<file path="src/rtl/sample_averager_if.sv">
// Handshake bundle for sample_averager: dav_/rfd sample input and dav_/rfd mean output.
// slave = averager side, master = producer/consumer (bench) side.
interface sample_averager_if;
  logic       in_dav_;
  logic [7:0] in_data;
  logic       in_rfd;
  logic       out_dav_;
  logic [7:0] out_data;
  logic       out_rfd;

  modport slave  (input  in_dav_, in_data, out_rfd,
                  output in_rfd, out_dav_, out_data);
  modport master (output in_dav_, in_data, out_rfd,
                  input  in_rfd, out_dav_, out_data);
endinterface

</file>
<file path="src/rtl/sample_averager.sv">
// Block averager: accumulates 2^LOG2N signed samples over a four-phase handshake and emits the mean.
// Define AVG_ROUND_EN to round half toward +inf instead of flooring.
module sample_averager #(
  parameter int LOG2N = 2
) (
  input  logic              clock,
  input  logic              reset_,
  sample_averager_if.slave  bus
);
  localparam int N  = 1 << LOG2N;
  localparam int AW = 8 + LOG2N;
  localparam int CW = LOG2N + 1;

  typedef enum logic [2:0] {S0, S1, S2, S3, S4} state_t;

  state_t                state_q, state_d;
  logic signed [AW-1:0]  acc_q, acc_d;
  logic [CW-1:0]         cnt_q, cnt_d;
  logic                  in_rfd_q, in_rfd_d;
  logic                  out_dav_q, out_dav_d;
  logic [7:0]            out_data_q, out_data_d;

  logic signed [AW-1:0]  sample_ext;
  logic [7:0]            mean;

  assign sample_ext = AW'(signed'(bus.in_data));

`ifdef AVG_ROUND_EN
  // One guard bit keeps acc + N/2 from wrapping at the positive extreme.
  logic signed [AW:0]    acc_rnd;
  assign acc_rnd = (AW+1)'(acc_q) + (AW+1)'(N / 2);
  assign mean    = 8'(acc_rnd >>> LOG2N);
`else
  assign mean    = 8'(acc_q >>> LOG2N);
`endif

  always_ff @(posedge clock or negedge reset_) begin
    if (!reset_) begin
      state_q    <= S0;
      acc_q      <= '0;
      cnt_q      <= '0;
      in_rfd_q   <= 1'b1;
      out_dav_q  <= 1'b1;
      out_data_q <= '0;
    end else begin
      state_q    <= state_d;
      acc_q      <= acc_d;
      cnt_q      <= cnt_d;
      in_rfd_q   <= in_rfd_d;
      out_dav_q  <= out_dav_d;
      out_data_q <= out_data_d;
    end
  end

  always_comb begin
    state_d    = state_q;
    acc_d      = acc_q;
    cnt_d      = cnt_q;
    in_rfd_d   = in_rfd_q;
    out_dav_d  = out_dav_q;
    out_data_d = out_data_q;
    case (state_q)
      S0: if (!bus.in_dav_) begin
        acc_d    = acc_q + sample_ext;
        cnt_d    = cnt_q + CW'(1);
        in_rfd_d = 1'b0;
        state_d  = S1;
      end
      // A full block keeps in_rfd low so the producer stalls until the result is taken.
      S1: if (bus.in_dav_) begin
        if (cnt_q == CW'(N)) begin
          state_d = S2;
        end else begin
          in_rfd_d = 1'b1;
          state_d  = S0;
        end
      end
      S2: begin
        out_data_d = mean;
        out_dav_d  = 1'b0;
        state_d    = S3;
      end
      S3: if (!bus.out_rfd) begin
        out_dav_d = 1'b1;
        state_d   = S4;
      end
      S4: if (bus.out_rfd) begin
        acc_d    = '0;
        cnt_d    = '0;
        in_rfd_d = 1'b1;
        state_d  = S0;
      end
      default: state_d = S0;
    endcase
  end

  assign bus.in_rfd   = in_rfd_q;
  assign bus.out_dav_ = out_dav_q;
  assign bus.out_data = out_data_q;
endmodule

</file>
<file path="src/flat_wrapper.sv">
// flat-port wrapper written by rule: the top's interface ports become plain ports
module sample_averager_flat 
#(
  parameter int LOG2N = 2
)
  (clock, reset_, bus_in_dav_, bus_in_data, bus_out_rfd, bus_in_rfd, bus_out_dav_, bus_out_data);
  sample_averager_if bus_i ();
  input  logic clock;
  input  logic reset_;
  input wire logic [$bits(bus_i.in_dav_)-1:0] bus_in_dav_;
  input wire logic [$bits(bus_i.in_data)-1:0] bus_in_data;
  input wire logic [$bits(bus_i.out_rfd)-1:0] bus_out_rfd;
  output wire logic [$bits(bus_i.in_rfd)-1:0] bus_in_rfd;
  output wire logic [$bits(bus_i.out_dav_)-1:0] bus_out_dav_;
  output wire logic [$bits(bus_i.out_data)-1:0] bus_out_data;
  assign bus_i.in_dav_ = bus_in_dav_;
  assign bus_i.in_data = bus_in_data;
  assign bus_i.out_rfd = bus_out_rfd;
  assign bus_in_rfd = bus_i.in_rfd;
  assign bus_out_dav_ = bus_i.out_dav_;
  assign bus_out_data = bus_i.out_data;
  sample_averager #(.LOG2N(LOG2N)) u_core (.clock(clock), .reset_(reset_), .bus(bus_i));
endmodule
</file>
<file path="config.mk">
export PLATFORM = sky130hd
export DESIGN_NAME = sample_averager_flat
export DESIGN_NICKNAME = d
export VERILOG_FILES = /design/src/rtl/sample_averager_if.sv /design/src/rtl/sample_averager.sv /design/src/flat_wrapper.sv
export SDC_FILE = /design/constraint.sdc
export NUM_CORES = 1
export LEC_CHECK = 0
export BUFFER_PORTS_ARGS = -buffer_cell sky130_fd_sc_hd__buf_2
export CAP_MARGIN = 20
export CORE_MARGIN = 2
export CORE_UTILIZATION = 55
export CTS_CLUSTER_DIAMETER = 200
export DETAILED_ROUTE_END_ITERATION = 8
export PLACE_DENSITY_LB_ADDON = 0.25
export SETUP_SLACK_MARGIN = 0.05
export SLEW_MARGIN = 20
export SYNTH_ARGS = -nofsm -noshare
export SYNTH_HDL_FRONTEND = slang
export SYNTH_SLANG_ARGS = --single-unit
</file>
<file path="constraint.sdc">
create_clock -name clock -period 3.09 [get_ports clock]
set_input_delay 0.309 -clock clock [delete_from_list [all_inputs] [get_ports clock]]
set_output_delay 0.309 -clock clock [all_outputs]
set_load 0.01 [all_outputs]
</file>
Word level (Yosys, flattened, before mapping) --
Index checks and enable logic that the tools add are counted.
Cells by class: multiplexer cells 18, equal/unequal tests 10, reduce and logical (&&, ||, !) cells 8, add/sub/neg operators 2
Operators with widths (number):
- $mux W10 | 2
- $pmux W10 S2 | 1
- $mux W3 | 5
- $pmux W3 S5 | 1
- $add A10 B8 Y10 | 1
- $ne A2 B2 Y1 const B | 5
- $eq A3 B2 Y1 const B | 2
- $eq A3 B3 Y1 const B | 2
- $pmux W3 S2 | 1
- $mux W1 | 5
- $reduce_and A5 Y1 | 1
- $reduce_and A4 Y1 | 1
- $reduce_bool A2 Y1 | 2
- $add A3 B1 Y3 const B | 1
- $eq A3 B1 Y1 const B | 1
- $logic_not A3 Y1 | 1
- $pmux W1 S3 | 1
- $reduce_and A3 Y1 | 1
- $reduce_bool A3 Y1 | 1
- $mux W2 | 1
- $pmux W1 S2 | 1
- $reduce_and A2 Y1 | 1
Word-level totals: output and inout bits 10, bits of input ports 12, flip-flop bits (word level) 26, logic and storage cells 44

Longest topological paths before layout --
Gate-level depths: netlist of the first run.
depth after elaboration 4, mapped depth 9, depth with buffers taken out 9

Least setup slack after synthesis of the first run --
OpenSTA, ideal clock, no wires.
path type reg-to-reg, start register u_core.acc_q[0], end register u_core.acc_q[8], buffers on the path 0, path slack 1043 ps, required time 2968 ps, period minus slack after synthesis 2047 ps, arrival 1925 ps, library setup time 122 ps, cell stages (with the launch flop) 10, cell sequence dfrtp_1 > ha_1 > inv_1 > fa_1 > nor2b_1 > o21a_1 > o21ai_2 > a2111oi_1 > o21ai_0 > a32o_1
Between the ends: word-level cells in the longest chain between the ends 3
RTL lines:
- start: declaration | line sample_averager.sv:17 | logic signed [AW-1:0] acc_q, acc_d;
- start signal: assignment | line sample_averager.sv:40 | acc_q <= '0;
- start signal: assignment | line sample_averager.sv:47 | acc_q <= acc_d;
- $add A10 B8 Y10 | line sample_averager.sv:64 | acc_d = acc_q + sample_ext;
- $mux W10 | line sample_averager.sv:63 | S0: if (!bus.in_dav_) begin
- $pmux W10 S2 | line sample_averager.sv:62 | case (state_q)
Every way passes these cells. The select of a mux whose other input is x is not followed. A chain may end at the register's enable or synchronous reset.

Worst setup path in the final report of the first run --
Same ends and word-level chain as after synthesis.

==> summary.md, run 1 <==
| Metric | Value |
|---|---|
| Outcome | finished clean |
| Die W | ~57 um |
| Synth Register Bits | 26 |
| CTS Sinks | 26 |
| Crit path capture type | flop |
| Post_cts resized | 0 |
| Area grow syn2layout | 10.9% |
| Ys flop type | dfrtp_1 |
| Syn avg cell area | 9.91 um2 |
| Power Density | 984 nW/um2 |
| Worst hold path startpoint | bus_out_rfd |
| Setup bufs post-CTS | 0 |
| Placer Congestion | 0.834 |
| Core Region | 2690 um2 |
| RSZ-0062 raised after global routing | no |
| FMAX | approximately 0.45 GHz |
| Post-synth cell types | 46 |
| Fin crit share | 0.719 |
| CP max stage delay | 0.39 ns |
| Crit-path cells | ha_1 -> inv_1 -> fa_1 -> nor2b_1 -> o21a_1 -> o21ai_2 -> a2111oi_1 -> o21ai_0 -> a32o_1 |
| Reg2Reg Launch Point | u_core.acc_q[0] |
| Die Area | 3210 um2 |
| Post-synthesis mux area share | 0.0738 |
| Detailed-placement wirelength estimate | 2.20 mm |
| Nets@finish | 203 |
| FF-to-FF End | u_core.acc_q[8] |
| I/O Buffers | 21 |
| Commonest non-fill, non-tap cell in the layout | dfrtp_1 |
| Setup TNS Final | 0 ns |
| ANT nets after route | 0 |
| EDFF count, synth | 0 |
| CP delay by family, top | compound AO/OA/AOI/OAI gates |
| Rows | 19 |
| Register area share after synthesis | 0.428 |
| Clock buffer depth | 2 |
| Clk pin slew, worst setup/hold paths | 0.13 ns |
| Vias | roughly 1200 |
| CP startpoint | u_core.acc_q[0] |
| Main combinational cell family by area after synthesis | compound AO/OA/AOI/OAI gates |
| Leak | 0.800 nW |
| Worst vdd ir | 0.582 mV |
| Number of global-route vias before repair | 1196 |
| Worst Clk Skew | 0.00167 ns |
| ANT cells | 0 |
| Die Y | 56.7 um |
| GR Overflow Total | 0 |
| Synth Area in XOR/XNOR | 0.0230 |
| Number of CTS-inserted buffers | 3 |
| R2r worst-path depth | 9 |
| First-pass GRT wire length | 5.09 mm |
| H-tree Lvls | 1 |
| Synth Area in Compound Gates | 0.166 |
| CP max FO | 3 |
| Final setup fails | 0 |
| Worst slew margin | 0.611 |
| Iteration-0 DRC Markers | 39 |
| Clock root cell | clkbuf_4 |
| Mapped cell area | about 1500 um2 |
| Kind of critical path | flop to flop |
| Critical path depth | 9 |
| CP Launch Type | flop |
| Post-route DRC violation count | 0 |
| End point of the critical path | u_core.acc_q[8] |
| Worst hold path type | input port to flop |
| Synth Area in Adders | 0.103 |
| DR vias/cell | 5.90 |
| Initial antenna violation count | 0 |
| CP required | 3.31 ns |
| Tmin final | 2.22 ns |
| Final hold violations | 0 |
| Crit path buffers/inverters | 1 |
| Pin count of the biggest net entering global routing | 27 |
| Pre-CTS WS | 0.855 ns |
| Synth Area in Simple Gates | 0.165 |
| Critical path arrival | 2.44 ns |
| Commonest cells after routing, fill and taps aside | dfrtp_1, buf_2, nor2_1 |
| First-pass detailed-route iteration total | 4 |
| YS warnings | 0 |
| Max-Cap Viols | 0 |
| Count of pins over their slew limit | 0 |
| Slew @ Worst Pin | just under 0.6 ns |
| Reg2reg setup slack | ~0.87 ns |
| Cells after synthesis | 154 |
| Crit path max-delay cell type | fa_1 |
| WL per Instance | approximately 14 um |
| Worst-Skew Late Latency | 0.31 ns |
| Global-route usage over all layers | 0.202 |
| Synth async-reset ratio | 1.00 |
| Io pins | 22 |
| DRT Wirelength | a little under 3 mm |
| Layout cells sized above 1 | 0.253 |
| CTS tree | built |
| Starting Density | 0.568 |
| Mapped Nets | 178 |
| PnR worst setup slack | 0.869 ns |
[Yosys cell counts, drive strengths merged (2+ instances only)]
library cell | instances | share of area
inv | 11 | 0.027
o21ai | 11 | 0.039
nand3 | 3 | 0.0098
a21o | 2 | 0.0098
nor4 | 2 | 0.018
a21boi | 2 | 0.0098
mux2 | 10 | 0.074
xnor2 | 2 | 0.011
o21a | 3 | 0.016
a32o | 2 | 0.013
xor2 | 2 | 0.011
nor2 | 16 | 0.041
ha | 11 | 0.090
nor2b | 3 | 0.012
dfrtp | 24 | 0.39
nor3 | 5 | 0.020
a21oi | 8 | 0.026
or3 | 2 | 0.0082
buf | 3 | 0.014
nand2 | 14 | 0.034
dfstp | 2 | 0.034
[cell type report]
class,count,area [um2]
fill,231,993
multi-input combinational,114,811
sequential,26,653
timing repair buffer,23,123
inverter,11,41.3
tap,31,38.8
clock buffer,4,26.3
[power breakdown]
group          switching (mW)  leakage, nW  internal, mW
sequential              0.127        0.317         0.508
clock                  0.0935       0.0150        0.0504
combinational           0.470        0.467         0.417
[cell families after synthesis]
family                   count (synthesis)
AO/OA/AOI/OAI                           38
buffers and inverters                   14
XOR/XNOR                                 4
adder cells (fa/ha/maj)                 12
AND/OR/NAND/NOR                         50
multiplexers                            10
flip-flops                              26
[timing repair]
item,4_1_cts,5_1_grt
hold endpoints to repair,13,0
hold buffers,1,0
setup endpoints to repair,0,0
[stage by stage]
step	std cells	utilization	power, mW	instance area, um2	hold slack (ns)
final	209	0.630	1.67	1690	0.202
after global routing	209	0.630	1.82	1690	0.194
after CTS	209	0.630	1.68	1690	0.199
after detailed placement	204	0.617	1.53	1660	0.344
after global placement	204	0.617	1.49	1660	0.335
after floorplan	154	-	1.31	1530	0.0134
[how the worst min path moves through the flow]
stage	to	slack, ns	cells after the start
2_1_floorplan	u_core.acc_q[0]	0.01	0
3_3_place_gp	u_core.acc_q[0]	0.33	1
3_5_place_dp	u_core.acc_q[3]	0.34	1
4_1_cts	u_core.state_q[2]	0.20	2
5_1_grt	u_core.state_q[2]	0.19	2
6_report	u_core.state_q[2]	0.20	2
[metal layers]
| metal | GRT usage | share of wire | up-vias |
|---|---|---|---|
| met5 | 0 | 0 | - |
| met2 | 0.359 | 0.52 | 32 |
| met1 | 0.252 | 0.43 | 597 |
| met4 | 0.0714 | 0.010 | 0 |
| met3 | 0.0207 | 0.041 | 4 |
| li1 | - | - | 600 |
[state kept, by name, summed over array words and instances (netlist names)]
name / flops
u_core.acc_q: 10
u_core.bus.out_data: 8
u_core.cnt_q: 3
u_core.state_q: 3
u_core.bus.in_rfd: 1
u_core.bus.out_dav_: 1
(Power assumes the default switching activity.)
==> run 2: changes to the inputs <==
==> constraint.sdc (replaced) <==
create_clock -name clock -period 2.3 [get_ports clock]
set_input_delay 0.23 -clock clock [delete_from_list [all_inputs] [get_ports clock]]
set_output_delay 0.23 -clock clock [all_outputs]
set_load 0.01 [all_outputs]
==> summary.md, run 2 (same netlist as run 1, synthesis figures left out) <==
| Metric | Value |
|---|---|
| ANT cells | 0 (unchanged) |
| Io pins | 22 (unchanged) |
| Commonest cells after routing, fill and taps aside | dfrtp_1, buf_2, nor2_1 (unchanged) |
| ANT nets after route | 0 (unchanged) |
| Busiest layer in global routing | met2 (unchanged) |
| Met2 Resource Use GR | 0.409 (was 0.359) |
| Tmin final | 2.14 ns (was 2.22 ns) |
| First-pass detailed-route iteration total | 4 (unchanged) |
| Area grow syn2layout | 14.2% (was 10.9%) |
| Worst Clk Skew | 0.00698 ns (was 0.00167 ns) |
| FMAX | 0.466 GHz (was 0.450 GHz) |
| Critical path arrival | 2.36 ns (was 2.44 ns) |
| Fin crit share | 0.933 (was 0.719) |
| Setup TNS Final | 0 ns (unchanged) |
| Starting Density | 0.568 (unchanged) |
| Met1 Use GR | 0.301 (was 0.252) |
| Final setup fails | 0 (unchanged) |
| Detailed-placement wirelength estimate | 2.27 mm (was 2.20 mm) |
| CP max FO | 3 (unchanged) |
| Final hold violations | 0 (unchanged) |
| Number of global-route vias before repair | 1264 (was 1196) |
| First-pass GRT wire length | 5.78 mm (was 5.09 mm) |
| Power Density | 1350 nW/um2 (was 984 nW/um2) |
| CP Launch Type | flop (unchanged) |
| Die Area | 3210 um2 (unchanged) |
| Post-route DRC violation count | 0 (unchanged) |
| Max FFs per register | 10 (unchanged) |
| GR Overflow Total | 0 (unchanged) |
| Commonest non-fill, non-tap cell in the layout | dfrtp_1 (unchanged) |
| Iteration-0 DRC Markers | 27 (was 39) |
| Die W | 56.7 um (unchanged) |
| Vias | 1192 (was 1233) |
| Worst hold path type | input port to flop (unchanged) |
| Layout cells sized above 1 | 0.293 (was 0.253) |
| Placer Congestion | 0.815 (was 0.834) |
| Clk pin slew, worst setup/hold paths | 0.14 ns (was 0.13 ns) |
| Worst slew margin | 0.608 (was 0.611) |
| M3 GR Usage | 0.0230 (was 0.0207) |
| Multi-input gate area | 838 um2 (was 811 um2) |
| Rows | 19 (unchanged) |
| Min Hold Slack | 0.116 ns (was 0.202 ns) |
| Worst-Skew Late Latency | 0.31 ns (about the same) |
| Leak | 0.813 nW (was 0.800 nW) |
| DR vias/cell | 5.62 (was 5.90) |
| Global-route usage over all layers | 0.228 (was 0.202) |
| Core Region | 2690 um2 (unchanged) |
| # fillers | 235 (was 231) |
| RSZ-0062 raised after global routing | no (unchanged) |
| CTS tree | built (unchanged) |
| Kind of critical path | flop to flop (unchanged) |
| Max-Cap Viols | 0 (unchanged) |
| I/O Buffers | 21 (unchanged) |
| Reg with most FFs | u_core.acc_q (unchanged) |
| Clock buffer depth | 2 (unchanged) |
| Die Y | 56.7 um (unchanged) |
| Slew @ Worst Pin | 0.588 ns (was 0.583 ns) |
| DRT Wirelength | 3.14 mm (was 2.96 mm) |
| Pin count of the biggest net entering global routing | 27 (unchanged) |
| H-tree Lvls | 1 (unchanged) |
| Number of CTS-inserted buffers | 3 (unchanged) |
| Worst vdd ir | 0.806 mV (was 0.582 mV) |
| WL per Instance | 14.8 um (was 14.2 um) |
| Count of pins over their slew limit | 0 (unchanged) |
| CP required | 2.52 ns (was 3.31 ns) |
| Outcome | finished clean (unchanged) |
| Final core area utilization | 0.649 (was 0.630) |
| Crit path capture type | flop (unchanged) |
| Clock root cell | clkbuf_4 (unchanged) |
| CTS Sinks | 26 (unchanged) |
| Nets@finish | 206 (was 203) |
| Register area | 653 um2 (unchanged) |
| Initial antenna violation count | 0 (unchanged) |
| Overall Power | 2.35 mW (was 1.67 mW) |
-- run 2: layer usage --
metal / vias up / routed length, um
met2: 19 / 1650
met4: 0 / 23
li1: 596 / -
met3: 4 / 86
met5: - / 0
met1: 573 / 1370
-- run 2: final cells by class --
cell class	instances	share of cell area
inverter	11	0.0237
sequential	26	0.375
tap	31	0.0223
multi-input combinational	114	0.481
timing repair buffer	26	0.0833
clock buffer	4	0.0151
-- run 2: power breakdown --
part / leakage [nW] / switching (mW) / internal (mW) / total [mW]
Sequential: 0.317 / 0.178 / 0.682 / 0.860
Combinational: 0.481 / 0.676 / 0.615 / 1.29
Clock: 0.0150 / 0.128 / 0.0676 / 0.196
-- run 2: through the flow --
step | cells | worst slack [ns] | instance area (um2)
6_report | 212 | 0.155 | 1740
5_1_grt | 212 | 0.0296 | 1740
4_1_cts | 211 | 0.0580 | 1730
3_5_place_dp | 206 | -0.0387 | 1670
3_3_place_gp | 206 | 0.168 | 1670
2_1_floorplan | 154 | 0.253 | 1530
-- run 2: final timing paths --
path                                    from           endpoint  slack, ns  cells past startpoint
setup / recovery             u_core.acc_q[0]    u_core.acc_q[8]       0.16                      9
setup reg to reg             u_core.acc_q[0]    u_core.acc_q[8]       0.16                      9
min in group asynchronous             reset_    u_core.acc_q[0]       0.43                      2
max in group asynchronous             reset_  u_core.bus.in_rfd       1.48                      2
hold / removal                   bus_out_rfd  u_core.state_q[2]       0.12                      2
hold reg to reg            u_core.bus.in_rfd  u_core.bus.in_rfd       0.51                      2
-- run 2: worst max-delay path: stages, from the launching register on --
cell       delay, ns
dfrtp_1         0.43
ha_2            0.20
inv_1           0.07
fa_2            0.23
nor2b_2         0.05
o21a_1          0.19
o21ai_2         0.22
a2111oi_4       0.11
or3_1           0.32
a32o_1          0.24
-- run 2: timing repair --
| action | CTS | global route |
|---|---|---|
| hold buffers | 1 | 0 |
| endpoints found under the hold margin | 24 | 0 |
| pin swaps | 0 | 0 |
| buffers inserted | 0 | 1 |
| setup endpoints to repair | 1 | 2 |
| resized for setup | 2 | 5 |
==> run 3: changes to the inputs <==
--- a/config.mk
+++ b/config.mk
@@ -11,6 +11,7 @@
 export CORE_UTILIZATION = 55
 export CTS_CLUSTER_DIAMETER = 200
 export DETAILED_ROUTE_END_ITERATION = 8
+export MAX_ROUTING_LAYER = met4
 export PLACE_DENSITY_LB_ADDON = 0.25
 export SETUP_SLACK_MARGIN = 0.05
 export SLEW_MARGIN = 20
==> summary.md, run 3 (same netlist as run 1, synthesis figures left out) <==
| Metric | Value |
|---|---|
| Leak | 0.813 nW (unchanged) |
| Finished Layout Cells | 212 (unchanged) |
| Max FFs per register | 10 (unchanged) |
| CP max FO | 3 (unchanged) |
| CP Launch Type | flop (unchanged) |
| Final core area utilization | 0.649 (unchanged) |
| Io pins | 22 (unchanged) |
| Cell total after placement | 206 (unchanged) |
| Starting Density | 0.568 (unchanged) |
| P_sw | 0.982 mW (about the same) |
| DRT Wirelength | 3.14 mm (unchanged) |
| Commonest cells after routing, fill and taps aside | dfrtp_1, buf_2, nor2_1 (unchanged) |
| I/O Buffers | 21 (unchanged) |
| Detailed-placement wirelength estimate | 2.27 mm (unchanged) |
| Clock root cell | clkbuf_4 (unchanged) |
| Clock buffer depth | 2 (unchanged) |
| Rows | 19 (unchanged) |
| Worst hold path type | input port to flop (unchanged) |
| Setup TNS Final | 0 ns (unchanged) |
| Vias | 1184 (was 1192) |
| First-pass detailed-route iteration total | 4 (unchanged) |
| Cell internal pwr | 1.36 mW (about the same) |
| Outcome | finished clean (unchanged) |
| Core Region | 2690 um2 (unchanged) |
| Nets@finish | 206 (unchanged) |
| ANT cells | 0 (unchanged) |
| Commonest non-fill, non-tap cell in the layout | dfrtp_1 (unchanged) |
| Layout cells sized above 1 | 0.293 (unchanged) |
| Number of CTS-inserted buffers | 3 (unchanged) |
| Placer Congestion | 0.827 (was 0.815) |
| Slew @ Worst Pin | 0.587 ns (was 0.588 ns) |
| Part of the power in combinational logic | 0.550 (about the same) |
| Tmin final | 2.15 ns (was 2.14 ns) |
| DR vias/cell | 5.58 (was 5.62) |
| Count of pins over their slew limit | 0 (unchanged) |
| PnR worst setup slack | 0.154 ns (was 0.155 ns) |
| Final hold violations | 0 (unchanged) |
| RSZ-0062 raised after global routing | no (unchanged) |
| FMAX | 0.466 GHz (about the same) |
| Pin count of the biggest net entering global routing | 27 (unchanged) |
| Switch share | 0.418 (about the same) |
| Global-route usage over all layers | 0.235 (was 0.228) |
| Clock power share | 0.083 (about the same) |
| Min Hold Slack | 0.116 ns (about the same) |
| Critical path arrival | 2.36 ns (about the same) |
| Overall Power | 2.35 mW (about the same) |
| Post-route DRC violation count | 0 (unchanged) |
| GR Overflow Total | 0 (unchanged) |
| Kind of critical path | flop to flop (unchanged) |
| Post-route cell area | 1740 um2 (unchanged) |
| Worst-Skew Late Latency | 0.31 ns (about the same) |
| Fin crit share | 0.933 (about the same) |
| First-pass GRT wire length | 5.78 mm (unchanged) |
| Die W | 56.7 um (unchanged) |
| Number of global-route vias before repair | 1265 (was 1264) |
| CP required | 2.52 ns (about the same) |
| Final setup fails | 0 (unchanged) |
| Max-Cap Viols | 0 (unchanged) |
| Flop pwr share | 0.367 (about the same) |
| Reg with most FFs | u_core.acc_q (unchanged) |
| Die Area | 3210 um2 (unchanged) |
| Initial antenna violation count | 0 (unchanged) |
| Worst slew margin | 0.608 (about the same) |
| Area grow syn2layout | 14.2% (unchanged) |
| Pre-CTS WS | -0.0387 ns (unchanged) |
| CTS Sinks | 26 (unchanged) |
| ANT nets after route | 0 (unchanged) |
| CTS tree | built (unchanged) |
| Cell area after placement | 1670 um2 (unchanged) |
| WL per Instance | 14.8 um (unchanged) |
| Power Density | 1350 nW/um2 (about the same) |
| Die Y | 56.7 um (unchanged) |
| H-tree Lvls | 1 (unchanged) |
| Worst Clk Skew | 0.00696 ns (was 0.00698 ns) |
| Worst vdd ir | 0.806 mV (about the same) |
| Clk pin slew, worst setup/hold paths | 0.14 ns (about the same) |
| Iteration-0 DRC Markers | 24 (was 27) |
| Crit path capture type | flop (unchanged) |
-- run 3: critical path, stage by stage, from the launching register on --
cell,delay (ns)
dfrtp_1,0.43
ha_2,0.20
inv_1,0.07
fa_2,0.23
nor2b_2,0.05
o21a_1,0.19
o21ai_2,0.22
a2111oi_4,0.11
or3_1,0.32
a32o_1,0.24
-- run 3: area by class of cell --
class	instances	area, um2
Tap cell	31	38.8
Fill cell	235	943
Clock buffer	4	26.3
Inverter	11	41.3
Multi-Input combinational cell	114	838
Timing Repair Buffer	26	145
Sequential cell	26	653
-- run 3: path summary, 6_finish.rpt --
| path | startpoint | endpoint | slack, ns | cells past startpoint |
|---|---|---|---|---|
| worst max-delay path | u_core.acc_q[0] | u_core.acc_q[8] | 0.15 | 9 |
| worst min-delay path | bus_out_rfd | u_core.state_q[2] | 0.12 | 2 |
| worst max register to register | u_core.acc_q[0] | u_core.acc_q[8] | 0.15 | 9 |
| worst min register to register | u_core.bus.in_rfd | u_core.bus.in_rfd | 0.51 | 2 |
| max in group asynchronous | reset_ | u_core.bus.in_rfd | 1.48 | 2 |
| min in group asynchronous | reset_ | u_core.acc_q[0] | 0.43 | 2 |
-- run 3: power by group through the flow --
stage / clock network [mW] / logic, mW / registers, mW
after floorplan: 0 / 0.910 / 0.848
after global placement: 0 / 1.18 / 0.852
after detailed placement: 0 / 1.22 / 0.871
after CTS: 0.200 / 1.27 / 0.859
after global routing: 0.222 / 1.47 / 0.900
final: 0.196 / 1.29 / 0.860
-- run 3: what timing repair did --
| item | in CTS | in global routing |
|---|---|---|
| hold buffers | 1 | 0 |
| endpoints found under the hold margin | 24 | 0 |
| endpoints found under the setup margin | 1 | 2 |
| gates cloned | 0 | 0 |
| pin swaps | 0 | 0 |
| resized for setup | 2 | 5 |
| buffers inserted | 0 | 1 |
-- run 3: layer usage --
layer	wire, um	GRT usage	share of wire
met5	0	-	0
met4	20	0.0408	0.0064
met3	85	0.0230	0.027
met2	1660	0.409	0.53
met1	1370	0.301	0.44
